**config.mk**
```make
export PLATFORM = sky130hd
export DESIGN_NAME = irq_context_unit
export DESIGN_NICKNAME = d
export VERILOG_FILES = /design/src/rtl/irq_context_unit.sv
export SDC_FILE = /design/constraint.sdc
export NUM_CORES = 1
export LEC_CHECK = 0
export BUFFER_PORTS_ARGS = -buffer_cell sky130_fd_sc_hd__buf_2
export CAP_MARGIN = 20
export CORE_AREA = 5 5 105 107
export CTS_CLUSTER_SIZE = 10
export DETAILED_ROUTE_END_ITERATION = 16
export DIE_AREA = 0 0 110 112
export GPL_ROUTABILITY_DRIVEN = 1
export GPL_TIMING_DRIVEN = 0
export PLACE_DENSITY = 0.89
export SLEW_MARGIN = 30
export SYNTH_ARGS = -nofsm -noshare
export SYNTH_HDL_FRONTEND = slang
export SYNTH_SLANG_ARGS = --single-unit
```
**constraint.sdc**
```tcl
create_clock -name clock -period 3.6 [get_ports clock]
set_clock_uncertainty 0.1 [all_clocks]
set_input_delay 0.9 -clock clock [delete_from_list [all_inputs] [get_ports clock]]
set_output_delay 0.9 -clock clock [all_outputs]
set_load 0.05 [all_outputs]
```
**src/rtl/irq_context_unit.sv**
```systemverilog
// Interrupt entry/return sequencer with the architectural PC, SP and SR.
// Pushes PC and SR on entry, vectors to VECTOR_BASE+channel, and pops SR then PC on return.
module irq_context_unit #(
    parameter int unsigned      WIDTH       = 16,
    parameter int unsigned      NUM_IRQ     = 4,
    parameter logic [WIDTH-1:0] SP_RESET    = 'h8000,
    parameter logic [WIDTH-1:0] VECTOR_BASE = 'h0010
) (
    input  logic               clock,
    input  logic               reset,
    input  logic               boundary,
    input  logic [NUM_IRQ-1:0] irq_req,
    output logic [NUM_IRQ-1:0] irq_ack,
    input  logic               set_pc,
    input  logic [WIDTH-1:0]   pc_in,
    input  logic               inc_pc,
    input  logic               flags_we,
    input  logic [4:0]         flags_in,
    input  logic               ie_set,
    input  logic               ie_clr,
    input  logic               rti,
    output logic               mem_req,
    output logic               mem_we,
    output logic [WIDTH-1:0]   mem_addr,
    output logic [WIDTH-1:0]   mem_wdata,
    input  logic               mem_ack,
    input  logic [WIDTH-1:0]   mem_rdata,
    output logic               busy,
    output logic [WIDTH-1:0]   pc,
    output logic [WIDTH-1:0]   sp,
    output logic [WIDTH-1:0]   sr
);

    localparam int unsigned      CH_W = (NUM_IRQ > 1) ? $clog2(NUM_IRQ) : 1;
    localparam logic [WIDTH-1:0] ONE  = WIDTH'(1);
    localparam logic [WIDTH-1:0] TWO  = WIDTH'(2);

    typedef enum logic [2:0] {
        S_IDLE,
        S_PUSH_PC,
        S_PUSH_SR,
        S_VECTOR,
        S_POP_SR,
        S_POP_PC
    } state_t;

    state_t            state;
    logic [CH_W-1:0]   channel;
    logic [WIDTH-1:0]  pc_q;
    logic [WIDTH-1:0]  sp_q;
    logic [WIDTH-1:0]  sr_q;

    logic              irq_any;
    logic              irq_found;
    logic [CH_W-1:0]   irq_sel;
    logic [WIDTH-1:0]  pc_idle;
    logic              accept;

    // Lowest-numbered pending channel wins.
    always_comb begin
        irq_any   = |irq_req;
        irq_found = 1'b0;
        irq_sel   = '0;
        for (int unsigned i = 0; i < NUM_IRQ; i++) begin
            if (irq_req[i] && !irq_found) begin
                irq_sel   = CH_W'(i);
                irq_found = 1'b1;
            end
        end
    end

    always_comb begin
        pc_idle = pc_q;
        if (set_pc) begin
            pc_idle = pc_in;
        end else if (inc_pc) begin
            pc_idle = pc_q + ONE;
        end
    end

    assign accept = boundary && sr_q[WIDTH-1] && irq_any;

    // Memory outputs are registered, so each one is loaded on the transition
    // into the state that presents it, using the SP/PC/SR that state will see.
    always_ff @(posedge clock) begin
        if (!reset) begin
            state     <= S_IDLE;
            channel   <= '0;
            pc_q      <= '0;
            sp_q      <= SP_RESET;
            sr_q      <= '0;
            irq_ack   <= '0;
            mem_req   <= 1'b0;
            mem_we    <= 1'b0;
            mem_addr  <= '0;
            mem_wdata <= '0;
        end else begin
            irq_ack <= '0;
            case (state)
                S_IDLE: begin
                    pc_q <= pc_idle;
                    if (flags_we) begin
                        sr_q[4:0] <= flags_in;
                    end
                    if (ie_clr) begin
                        sr_q[WIDTH-1] <= 1'b0;
                    end else if (ie_set) begin
                        sr_q[WIDTH-1] <= 1'b1;
                    end
                    if (rti) begin
                        state     <= S_POP_SR;
                        mem_req   <= 1'b1;
                        mem_we    <= 1'b0;
                        mem_addr  <= sp_q;
                        mem_wdata <= '0;
                    end else if (accept) begin
                        state     <= S_PUSH_PC;
                        channel   <= irq_sel;
                        mem_req   <= 1'b1;
                        mem_we    <= 1'b1;
                        mem_addr  <= sp_q - ONE;
                        mem_wdata <= pc_idle;
                    end
                end
                S_PUSH_PC: begin
                    if (mem_ack) begin
                        state     <= S_PUSH_SR;
                        sp_q      <= sp_q - ONE;
                        mem_addr  <= sp_q - TWO;
                        mem_wdata <= sr_q;
                    end
                end
                S_PUSH_SR: begin
                    if (mem_ack) begin
                        state     <= S_VECTOR;
                        sp_q      <= sp_q - ONE;
                        irq_ack   <= NUM_IRQ'(1) << channel;
                        mem_req   <= 1'b0;
                        mem_we    <= 1'b0;
                        mem_addr  <= '0;
                        mem_wdata <= '0;
                    end
                end
                S_VECTOR: begin
                    state         <= S_IDLE;
                    pc_q          <= VECTOR_BASE + WIDTH'(channel);
                    sr_q[WIDTH-1] <= 1'b0;
                end
                S_POP_SR: begin
                    if (mem_ack) begin
                        state    <= S_POP_PC;
                        sr_q     <= mem_rdata;
                        sp_q     <= sp_q + ONE;
                        mem_addr <= sp_q + ONE;
                    end
                end
                S_POP_PC: begin
                    if (mem_ack) begin
                        state     <= S_IDLE;
                        pc_q      <= mem_rdata;
                        sp_q      <= sp_q + ONE;
                        mem_req   <= 1'b0;
                        mem_we    <= 1'b0;
                        mem_addr  <= '0;
                        mem_wdata <= '0;
                    end
                end
                default: begin
                    state     <= S_IDLE;
                    mem_req   <= 1'b0;
                    mem_we    <= 1'b0;
                    mem_addr  <= '0;
                    mem_wdata <= '0;
                end
            endcase
        end
    end

    assign busy = (state != S_IDLE);
    assign pc   = pc_q;
    assign sp   = sp_q;
    assign sr   = sr_q;

endmodule

```
# After elaboration in Yosys (flattened, before gate mapping)
# Cells that the tools add are included.
# totals
regBits	91
output_inout_bits	87
word_cells	109
# classes
n_addsub	5
eq_ne	15
shifts	1
n_mux	41
n_bitwise	4
n_reduce_logical	31
# op_table
cell	n
$mux W16	13
$pmux W16 S5	1
$pmux W16 S4	1
$pmux W16 S3	1
$add A16 B1 Y16 const B	2
$pmux W16 S2	1
$mux W3	6
$reduce_and A3 Y1	6
$sub A16 B1 Y16 const B	1
$sub A16 B2 Y16 const B	1
$pmux W3 S5	1
$mux W1	10
$ne A2 B2 Y1 const B	5
$pmux W5 S2	1
$reduce_and A5 Y1	2
$pmux W1 S3	3
$reduce_bool A3 Y1	3
$reduce_or A2 Y1	4
$add A5 B2 Y6 const A	1
$eq A3 B2 Y1 const B	2
$eq A3 B3 Y1 const B	2
$ne A2 B1 Y1 const B	3
$ne A3 B3 Y1 const B	2
$logic_and A1 B1 Y1	5
other kinds (12)	20

# Depth between registers and ports, before layout
# depth
ltp_word	10
ltp_mapped	9
depth_no_buf	8

# Least setup slack after synthesis
# OpenSTA, ideal clock, no wires.
# synth_timing
kind	register to register
start	register sp_q[0] (netlist: sp[0])
end	register mem_addr[1]
setup_time_ns	0.071
t_arrival_ns	2.326
path_slack_ns	1.103
stages_incl_launch_ff	9
n_path_buf	1
path_cell_list	dfxtp_1 buf_1 inv_1 ha_1 nor2_1 a2111oi_0 a31oi_1 or3_1 a21oi_1
# synth_via
elab_chain_cells	4
# synth_lines
element	line	text
start: declaration	50	logic [WIDTH-1:0] sp_q;
start signal: assignment	128	sp_q <= sp_q - ONE;
start signal: assignment	136	sp_q <= sp_q - ONE;
start signal: assignment	153	sp_q <= sp_q + ONE;
$sub A16 B1 Y16	121	mem_addr <= sp_q - ONE;
$mux W16	116	end else if (accept) begin
$mux W16	110	if (rti) begin
$pmux W16 S5 *	99	case (state)
end signal: assignment	114	mem_addr <= sp_q;
end signal: assignment	121	
end signal: assignment	129	mem_addr <= sp_q - TWO;
end: declaration	24	output logic [WIDTH-1:0] mem_addr,
# Every way passes the cells marked *; elsewhere a longest branch is shown, timed or not. The select of a mux whose other input is x is not followed.
# A chain may end at the register's enable or synchronous reset.

# Final worst setup path
# layout_timing
start	register sp_q[0] (netlist: sp[0])
end	register mem_addr[6]
# Same word-level chain as after synthesis.

==> results.md <==
- Status: completed
- Post-DP HPWL: 14900 µm
- Adder-Cell Fraction of Synth Area: 0.0111
- Clock root buffer: clkbuf_8
- Critical path type: flop to flop
- Core Box Area: 0.0100 mm²
- Layout cells sized above 1: 0.237
- Die Ht: 112 µm
- Final Util: 0.663
- Vias in the first global route: 6064
- Worst min-delay path startpoint: mem_addr[6]$_SDFFE_PN0P_
- Most used cell, CP: a22oi_1
- Post_cts resized: 0
- Non-filler cells, final: 1027
- CP bufs+invs: 3
- Hold buffers post-CTS: 0
- Area growth syn-to-layout: 18.6%
- CP peak stage delay: 500 ps
- Distinct cell type count after synthesis: 77
- Pwr dens: 555 mW/mm²
- Max_cap viols: 0
- Core Rows: 37
- Cell count after placement: 1011
- First-pass detailed-route iteration total: 6
- Via Count: 6579
- Mapped Area: 0.00561 mm²
- Post-synthesis xor/xnor area fraction: 0.0484
- Post-synthesis compound-gate area fraction: 0.264
- CP delay by family, top: buffers and inverters
- Crit path max-delay cell type: buf_1
- Die Wd: 110 µm
- Routed Wire Length: 20200 µm
- FF+latch count, synth: 91
- First-pass GRT wire length: 31100 µm
- Final Critical Period: 2760 ps
- I/O pin count: 138
- Final Setup Violations: 0
- Most common cell after layout, fill and taps aside: buf_2
- Post-synth EDFFs: 0
- DIE AREA: 0.0123 mm²
- Startpoint Class: flop
- Antenna violations before repair: 0
- PortBufs: 135
- Area share of and/or/nand/nor cells after synthesis: 0.280
- Post-synthesis mux area share: 0.00892
- CP required: 3760 ps
- Post-synthesis cell count: 740
- Seq/Total Area, Yosys: 0.325
- Commonest cells after routing, fill and taps aside: buf_2, nand2_1, dfxtp_1
- Cell Chain, Critical Path: buf_1, inv_1, ha_1, and2_1, buf_2, a22oi_1, xnor2_1, a22oi_1, o21ai_0
- Slew Limit Fails: 0
- GRT Overall Usage: 0.320
- Initial core utilization: 0.559
- Fin Setup TNS: 0 ps
- Hold Crit Class: flop to flop
- Overall power: 0.00369 W
- CP Max Fanout: 10
- Via density: 6.41
- Grt ovf: 0
- DR WL/cell: 19.6 µm
- Largest family of logic cells by synthesized area: simple AND/OR/NAND/NOR gates
- GPL Wtd Cong: 1.05
- # H-tree levels: 3
- Relative slew slack: 0.388
- CP Launch Point: sp[0]$_SDFFE_PN0P_
- Largest net degree at the start of global routing: 17
- Worst-margin pin slew: 908 ps
- RSZ-0062 raised after global routing: false
- Async SR Flop Fraction: 0
- Fmax: 362 MHz
- Fin Hold WS: 353 ps
- Worst vdd ir: 366 µV
- DRT antenna net count: 0
- Leakage: 2.77 nW
- WP data arrival: 2920 ps
- CP endpoint kind: flop
- Syn_area_per_cell: 7.58 µm²
- TritonCTS clock tree: done
- ANT cells: 0
- Num CTS Buffers: 9
- Fin. Hold Viols: 0
- Worst skew pair latency: 380 ps
- Worst-path clk slew: 100 ps
- Nets@finish: 942
- YS warnings: 0
- Syn Nets: 796
- CTS sink cnt: 91
- Initial drt markers: 931
- DRC errors left: 0
- Post-CTS Setup Inserts: 0
- R2R Path Start: sp[0]$_SDFFE_PN0P_
- Fin crit share: 0.767
- Max Buffers Root-to-Sink: 2
- Main synth FF type: dfxtp_1
==> cells in the mapped netlist (3+ instances only) <==
library cell / number / area share
xor2_1: 7 / 0.011
o221ai_1: 4 / 0.0062
o21ai_0: 45 / 0.040
clkbuf_1: 28 / 0.019
or3_1: 9 / 0.010
a221o_1: 7 / 0.012
nand3_2: 4 / 0.0071
nor4_1: 9 / 0.010
nand2b_1: 6 / 0.0067
nor2b_1: 5 / 0.0056
nand3_1: 24 / 0.021
a32o_1: 4 / 0.0071
mux2i_1: 5 / 0.0089
ha_1: 5 / 0.011
o21a_1: 3 / 0.0040
o22ai_1: 9 / 0.010
o211ai_1: 5 / 0.0067
a21oi_1: 64 / 0.057
a32oi_1: 4 / 0.0062
and2_1: 8 / 0.0089
nor3_2: 3 / 0.0054
a31oi_1: 9 / 0.010
buf_6: 4 / 0.0080
nor3_1: 23 / 0.021
a22oi_1: 22 / 0.029
a2bb2oi_1: 4 / 0.0062
buf_2: 18 / 0.016
a211oi_1: 7 / 0.0094
nor2_1: 71 / 0.047
dfxtp_1: 91 / 0.32
a211o_1: 3 / 0.0047
buf_4: 5 / 0.0067
inv_2: 3 / 0.0020
o21ai_1: 13 / 0.012
o32ai_1: 4 / 0.0062
inv_1: 13 / 0.0087
nand4_1: 10 / 0.011
nand2_1: 102 / 0.068
xnor2_1: 24 / 0.037
and3_1: 8 / 0.0089
==> flip-flops by register name, indices dropped and copies added, names as in the netlist <==
| signal | count |
|---|---|
| channel | 2 |
| mem_req | 1 |
| sr | 16 |
| sp | 16 |
| state | 3 |
| mem_we | 1 |
| irq_ack | 4 |
| mem_wdata | 16 |
| mem_addr | 16 |
| pc | 16 |
==> per-stage QoR <==
step                      area (µm²)  setup slack [ps]
after floorplan                 5610              1100
after global placement          6460               620
after detailed placement        6460               643
after CTS                       6660               931
after global routing            6660               751
final                           6660               838
==> cell type report <==
type,instances,area [µm²]
inverter,16,60.1
clock buffer,10,128
timing repair buffer,135,676
tap,136,170
fill,893,3390
sequential,91,1820
multi-input combinational,575,3440
clock inverter,6,71.3
buffer,58,290
==> logic make-up after synthesis <==
group           Yosys count
buf+inv                  74
simple gates            306
xor+xnor                 31
compound gates          228
mux                       5
flops                    91
fa+ha+maj                 5
==> power by group <==
group | switching [W] | internal [W] | total [W]
registers | 0.000118 | 0.00112 | 0.00124
logic | 0.00119 | 0.000534 | 0.00172
clock network | 0.000409 | 0.000328 | 0.000736
==> final timing paths <==
kind	end	slack (ps)	cells after the start
setup / recovery	mem_addr[6]$_SDFFE_PN0P_	840	9
hold / removal	mem_addr[6]$_SDFFE_PN0P_	350	2
setup reg to reg	mem_addr[6]$_SDFFE_PN0P_	840	9
hold reg to reg	mem_addr[6]$_SDFFE_PN0P_	350	2
==> routing by layer <==
layer,global-route usage,share of wire,wire [µm]
met1,0.407,0.39,7850
met2,0.515,0.46,9190
met3,0.0638,0.11,2260
met4,0.147,0.043,872
met5,0,0,0
==> tightest hold or removal path, cell delays in order, from the launching register on <==
cell	delay, ps
dfxtp_1	330
nand2_1	40
o21ai_0	50
Note: power is estimated with default switching activity, not from simulation.
